## config.mk

```make
export PLATFORM = sky130hd
export DESIGN_NAME = addm_datapath_ctrl
export DESIGN_NICKNAME = d
export VERILOG_FILES = /design/src/rtl/addm_datapath_ctrl.sv
export SDC_FILE = /design/constraint.sdc
export NUM_CORES = 1
export LEC_CHECK = 0
export ABC_AREA = 1
export CAP_MARGIN = 20
export CORE_MARGIN = 4
export CORE_UTILIZATION = 51
export DETAILED_ROUTE_END_ITERATION = 12
export PLACE_DENSITY_LB_ADDON = 0.12
export SLEW_MARGIN = 40
export SYNTH_ARGS = -nofsm -noshare
export SYNTH_HDL_FRONTEND = slang
export SYNTH_SLANG_ARGS = --single-unit
```

## constraint.sdc

```tcl
create_clock -name clock -period 2.2 [get_ports clock]
set_clock_uncertainty 0.05 [all_clocks]
set_input_delay 0.33 -clock clock [delete_from_list [all_inputs] [get_ports clock]]
set_output_delay 0.33 -clock clock [all_outputs]
set_load 0.02 [all_outputs]
```

## src/rtl/addm_datapath_ctrl.sv

```systemverilog
// addm_datapath_ctrl -- adding-machine core with its own sequencer.
//
// Accumulator, instruction register and program counter, driven by a
// fetch/decode/execute FSM that reads program and operands over a
// request/acknowledge memory port with unlimited wait states.
//
// Optional feature macro: ADDM_SUB_EN
//   defined   : opcode 01 is SUB (acc - M[a], carry = borrow)
//   undefined : opcode 01 is AND (acc & M[a], carry cleared)
//
// Ports
//   clock       in   rising-edge clock
//   reset_n     in   asynchronous active-low reset
//   start       in   one-cycle pulse, starts a run at address 0 (IDLE/HALT only)
//   mem_req     out  memory read request
//   mem_addr    out  read address, valid while mem_req=1
//   mem_rdata   in   read data, valid with mem_ack
//   mem_ack     in   read completion, only looked at while mem_req=1
//   out_acc     out  accumulator
//   out_ir      out  instruction register
//   out_pc      out  program counter
//   carry       out  carry (ADD) / borrow (SUB) flag
//   zero        out  last ALU result was zero
//   busy        out  high in FETCH, DECODE, EXEC
//   halted      out  high in HALT
module addm_datapath_ctrl #(
  parameter int DATA_W = 8,
  parameter int ADDR_W = 6
) (
  input  logic              clock,
  input  logic              reset_n,
  input  logic              start,
  output logic              mem_req,
  output logic [ADDR_W-1:0] mem_addr,
  input  logic [DATA_W-1:0] mem_rdata,
  input  logic              mem_ack,
  output logic [DATA_W-1:0] out_acc,
  output logic [DATA_W-1:0] out_ir,
  output logic [ADDR_W-1:0] out_pc,
  output logic              carry,
  output logic              zero,
  output logic              busy,
  output logic              halted
);

  typedef enum logic [2:0] {
    S_IDLE   = 3'd0,
    S_FETCH  = 3'd1,
    S_DECODE = 3'd2,
    S_EXEC   = 3'd3,
    S_HALT   = 3'd4
  } state_t;

  localparam logic [1:0] OP_ADD  = 2'b00;
  localparam logic [1:0] OP_JMP  = 2'b10;
  localparam logic [1:0] OP_HALT = 2'b11;

  // ALU result with the carry/borrow in the extra top bit.
  function automatic logic [DATA_W:0] alu(input logic [1:0]        op,
                                          input logic [DATA_W-1:0] a,
                                          input logic [DATA_W-1:0] b);
    if (op == OP_ADD)
      return {1'b0, a} + {1'b0, b};
`ifdef ADDM_SUB_EN
    // Borrow shows up as the top bit of the zero-extended difference.
    return {1'b0, a} - {1'b0, b};
`else
    return {1'b0, a & b};
`endif
  endfunction

  state_t              r_state;
  logic [DATA_W-1:0]   r_acc;
  logic [DATA_W-1:0]   r_ir;
  logic [ADDR_W-1:0]   r_pc;
  logic                r_carry;
  logic                r_zero;
  logic                r_mem_req;
  logic [ADDR_W-1:0]   r_mem_addr;
  logic                r_busy;
  logic                r_halted;

  logic [1:0]          w_opcode;
  logic [ADDR_W-1:0]   w_operand;
  logic [DATA_W:0]     w_alu;

  assign w_opcode  = r_ir[DATA_W-1:DATA_W-2];
  assign w_operand = r_ir[ADDR_W-1:0];
  assign w_alu     = alu(w_opcode, r_acc, mem_rdata);

  always_ff @(posedge clock or negedge reset_n) begin
    if (!reset_n) begin
      r_state    <= S_IDLE;
      r_acc      <= '0;
      r_ir       <= '0;
      r_pc       <= '0;
      r_carry    <= 1'b0;
      r_zero     <= 1'b0;
      r_mem_req  <= 1'b0;
      r_mem_addr <= '0;
      r_busy     <= 1'b0;
      r_halted   <= 1'b0;
    end else begin
      case (r_state)
        // IDLE and HALT share the run initialisation; start is only
        // honoured here, so it is ignored while busy.
        S_IDLE, S_HALT: begin
          if (start) begin
            r_pc       <= '0;
            r_acc      <= '0;
            r_carry    <= 1'b0;
            r_zero     <= 1'b0;
            r_mem_req  <= 1'b1;
            r_mem_addr <= '0;
            r_busy     <= 1'b1;
            r_halted   <= 1'b0;
            r_state    <= S_FETCH;
          end
        end
        S_FETCH: begin
          if (mem_ack) begin
            r_ir      <= mem_rdata;
            r_pc      <= r_pc + 1'b1;
            r_mem_req <= 1'b0;
            r_state   <= S_DECODE;
          end
        end
        S_DECODE: begin
          case (w_opcode)
            OP_JMP: begin
              // Overrides the increment done in FETCH.
              r_pc       <= w_operand;
              r_mem_req  <= 1'b1;
              r_mem_addr <= w_operand;
              r_state    <= S_FETCH;
            end
            OP_HALT: begin
              r_busy   <= 1'b0;
              r_halted <= 1'b1;
              r_state  <= S_HALT;
            end
            default: begin
              r_mem_req  <= 1'b1;
              r_mem_addr <= w_operand;
              r_state    <= S_EXEC;
            end
          endcase
        end
        S_EXEC: begin
          if (mem_ack) begin
            {r_carry, r_acc} <= w_alu;
            r_zero           <= (w_alu[DATA_W-1:0] == '0);
            r_mem_addr       <= r_pc;
            r_state          <= S_FETCH;
          end
        end
        default: begin
          r_mem_req <= 1'b0;
          r_busy    <= 1'b0;
          r_halted  <= 1'b0;
          r_state   <= S_IDLE;
        end
      endcase
    end
  end

  assign mem_req  = r_mem_req;
  assign mem_addr = r_mem_addr;
  assign out_acc  = r_acc;
  assign out_ir   = r_ir;
  assign out_pc   = r_pc;
  assign carry    = r_carry;
  assign zero     = r_zero;
  assign busy     = r_busy;
  assign halted   = r_halted;

endmodule

```

==> results <==
- The run finished with clean final reports.
- The TritonCTS clock tree is yes.
- For this design the total switching power over the nets is between 1.5 and 2 mW.
- The worst register-to-register path begins at out_acc[0].
- Subtracting the final worst setup slack from the clock period gives between 1.5 and 2 ns.
- Clock-pin slew was measured on the worst setup and hold paths at roughly 0.070 ns.
- Dividing total power by cell area gives a power density of 1310 nW/µm².
- The share of total power dissipated in the clock network is 13.4%.
- The initial antenna violation count was 0.
- The leftover overflow at the end of global routing is 0.
- Using the TritonRoute via totals, the vias-per-cell ratio works out to approximately 5.3.
- Buffers inserted during clock tree synthesis total 5.
- The routed layout has between 1500 and 2000 vias.
- Timing would allow up to a little over 0.5 GHz.
- Buffers inserted to repair hold after CTS numbered 0.
- When the netlist entered floorplanning its net count stood at between 200 and 300.
- Gates resized during post-CTS repair numbered 0.
- The fraction of synthesis flops using an asynchronous set or reset pin is between 90% and 100%.
- For this run, design rule violations remaining after detail routing come to 0.
- The total wire length is 4.94 mm.
- The number of rows created at floorplan is 23.
- Entering global routing, the biggest net connects 37 pins.
- The share of total power dissipated in sequential elements is between 30% and 40%.
- The die boundary width is between 70 and 80 µm.
- The launching element of the worst setup path is mem_rdata[0].
- The type of element capturing the critical path is a register.
- The count of buffers inserted at the top-level ports is 44.
- The startpoint kind of the worst setup timing path is an input port.
- Buffers added to address setup during post-CTS repair amount to 0.
- After synthesis, flip-flops and latches occupy around 43% of the total area.
- The violation count after the first detailed-route iteration is between 150 and 200.
- The number of nets with antenna violations after routing is 0.
- The largest driver fanout on the critical path is 3.
- The synthesized design contains 0 enable-type register cells.
- The terminus of the critical flop-to-flop path is zero.
- The routed design uses ~2.5 mm of met2 wire.
- In this run the cell area of the synthesized design comes to approximately 2100 µm².
- The met3 layer wire length in the routed design is around 240 µm.
- The die covers approximately 5300 µm².
- The fraction of power spent switching nets is 43.9%.
- In the final layout, the share of cells above drive strength 1 is approximately a tenth.
- The largest vdd supply drop is roughly 470 µV.
- Per report_power, the combinational group accounts for 55.9% of the total.
- After detailed routing, the wire length on met1 is around 2.1 mm.
- The number of levels the H-tree was split into is 2.
- The number of unique standard cell types used by synthesis is 30.
- The final hold violation count is 0.
- In this run the standard cell core region covers 4000 µm².
- The critical path endpoint is zero.
- For the worst setup path, the data arrival time is 2.09 ns.
- The HPWL after detailed placement is between 3 and 4 mm.
- The max-slew violation total from the final report is 0.
- The clock drives 36 sinks.
- The yosys synthesis warning count is 0.
- For this run, the detailed router's first-pass iteration total came to 4.
- The sequential standard cell area is 901 µm².
- The worst endpoint required time is about 2.3 ns.
- The cell sitting at the root of the clock tree is a sky130_fd_sc_hd__clkbuf_8.
- The global-route total usage across every layer is between 20% and 30%.
- The post-synthesis sequential element count is 36.
- Setup violations remaining at the end of the flow were counted as 0.
- The first global-routing pass estimated 8.41 mm of wire.
- The analysis attributes to cell leakage a power of 1.39 nW.
- The buffer levels on the longest clock path is 2.
- Summing all multi-input logic gate instances after layout gives around 1000 µm².
- The final layout contains about 340 nets.
- Dividing the final minimum period by the clock period gives between 80 and 90%.
- The antenna diode count is 0.
- The total of fill cells in the finished design is roughly 370.
- The post-placement worst setup slack is -0.0393 ns.
- Setup repair after global routing left no endpoint under its margin.
- 45 I/O pins were placed.
- The later-pin clock latency in the skew report is between 0.2 and 0.3 ns.
- Relative to the synthesized area, the layout overhead comes to 29.2%.
- The slew at the pin closest to its max-slew limit is about 0.45 ns.
- The cell-internal power is between 2 and 2.5 mW.
- The final weighted congestion in routability-driven placement is around 0.92.
- The post-synthesis area per instance is 7.97 µm².
- The critical path is of the in -> reg type.
- The number of global-route vias before repair was between 1500 and 2000.
- In this run the top signal layer used is met4.
- Across all setup checks in the final design, the least slack found is about 0.24 ns.
- Measured in cells, the most critical reg-to-reg path has a length of 12.
- Setup slack on the worst reg-to-reg path comes out at about 0.31 ns.
- The headroom to the max-slew limit is between 70 and 80%.
- The vertical extent of the die is a little over 70 µm.
- The most used flip-flop cell after synthesis is sky130_fd_sc_hd__dfrtp_1.
- After detailed routing, the average wire length per cell comes to around 13 µm.
- The final cell utilization of the core is slightly below 70%.
- The starting density of the core is between 50% and 60%.
- The count of max-cap constraint violations is 0.
- Synthesis produced roughly 270 cells.
- The type of the worst min-delay path is in -> async.
==> cells by family (layout without fill, tap and decap cells) <==
logic type	count (synthesis)	in the layout	share of synthesized area [%]
compound gates	47	47	12.5
fa+ha+maj	11	11	6.85
buf+inv	43	98	8.15
flops	36	36	42.5
mux	10	10	5.31
simple gates	119	119	24.7
==> metrics by stage <==
step | hold slack (ns) | total power [mW] | setup TNS, ns | instances | instance area [µm²]
after CTS | 0.424 | 3.61 | 0 | 371 | 2740
after global placement | 0.407 | 3.08 | -0.0267 | 363 | 2650
after detailed placement | 0.409 | 3.11 | -0.0602 | 363 | 2650
after floorplan | -0.0156 | 2.38 | 0 | 266 | 2120
after global routing | 0.436 | 3.87 | 0 | 371 | 2740
final | 0.403 | 3.59 | 0 | 371 | 2740
==> sequential cells by signal, summed over array words and instances, names as in the netlist <==
| name | flops |
|---|---|
| r_state | 3 |
| carry | 1 |
| halted | 1 |
| out_pc | 6 |
| busy | 1 |
| out_ir | 8 |
| out_acc | 8 |
| mem_req | 1 |
| zero | 1 |
| mem_addr | 6 |
==> cells in the final DEF (no fill, tap or decap), drive strengths merged, types with 2 or more instances in the layout <==
master | Yosys | final
a21oi | 12 | 12
a22o | 4 | 4
a31oi | 2 | 2
buf | 4 | 7
clkbuf | 0 | 8
clkdlybuf4s50 | 0 | 44
dfrtp | 36 | 36
ha | 10 | 10
inv | 39 | 39
mux2 | 10 | 10
nand2 | 73 | 73
nand3 | 16 | 16
nand4 | 4 | 4
nor2 | 18 | 18
nor3 | 5 | 5
o21ai | 24 | 24
o22ai | 3 | 3
or2 | 2 | 2
==> metal layers <==
layer / GRT usage, % / vias to the layer above
li1: - / 980
met2: 34.5 / 57
met3: 5.12 / 9
met1: 25.7 / 923
met4: 8.81 / 0
met5: 0 / -
==> synthesized netlist by cell type (2+ instances only) <==
| cell | number | area [µm²] |
|---|---|---|
| sky130_fd_sc_hd__dfrtp_1 | 36 | 901 |
| sky130_fd_sc_hd__mux2_2 | 10 | 113 |
| sky130_fd_sc_hd__nand3_1 | 16 | 80.1 |
| sky130_fd_sc_hd__nor3_1 | 3 | 15.0 |
| sky130_fd_sc_hd__nand2_1 | 71 | 267 |
| sky130_fd_sc_hd__nor2_1 | 17 | 63.8 |
| sky130_fd_sc_hd__ha_1 | 10 | 125 |
| sky130_fd_sc_hd__o22ai_1 | 3 | 18.8 |
| sky130_fd_sc_hd__a31oi_1 | 2 | 12.5 |
| sky130_fd_sc_hd__o21ai_0 | 22 | 110 |
| sky130_fd_sc_hd__buf_2 | 3 | 15.0 |
| sky130_fd_sc_hd__nand4_1 | 4 | 25.0 |
| sky130_fd_sc_hd__a22o_1 | 4 | 35.0 |
| sky130_fd_sc_hd__inv_2 | 3 | 11.3 |
| sky130_fd_sc_hd__inv_1 | 36 | 135 |
| sky130_fd_sc_hd__a21oi_1 | 12 | 60.1 |
==> critical path, cell delays in order <==
cell                              delay [ns]
sky130_fd_sc_hd__clkdlybuf4s50_1        0.42
sky130_fd_sc_hd__ha_1                   0.23
sky130_fd_sc_hd__fa_1                   0.38
sky130_fd_sc_hd__nand2_1                0.10
sky130_fd_sc_hd__nand2_1                0.10
sky130_fd_sc_hd__nand3_1                0.10
sky130_fd_sc_hd__nand2_1                0.06
sky130_fd_sc_hd__nand2_1                0.07
sky130_fd_sc_hd__nand3_1                0.07
sky130_fd_sc_hd__nand2_1                0.08
sky130_fd_sc_hd__nor2_1                 0.05
sky130_fd_sc_hd__nand3_1                0.06
sky130_fd_sc_hd__nand2_1                0.05
==> final cells by class <==
type	count	share of cell area [%]
multi-input combinational	187	38.2
timing repair buffer	51	18.0
inverter	39	5.34
clock buffer	8	3.29
tap	50	2.28
sequential	36	32.9
==> how the worst min path moves through the flow <==
stage,endpoint,slack [ns],depth (start not counted)
2_1_floorplan,busy,-0.02,0
3_3_place_gp,halted,0.41,2
3_5_place_dp,halted,0.41,2
4_1_cts,mem_addr[2],0.42,2
5_1_grt,halted,0.44,2
6_report,mem_addr[0],0.40,2
==> power by group through the flow <==
stage	clock network [mW]	registers, mW	logic, mW
after global placement	0	1.11	1.96
after floorplan	0	1.34	1.04
final	0.482	1.10	2.01
after CTS	0.495	1.10	2.01
after global routing	0.528	1.14	2.20
after detailed placement	0	1.12	2.00
Note: power is estimated with default switching activity, not from simulation.
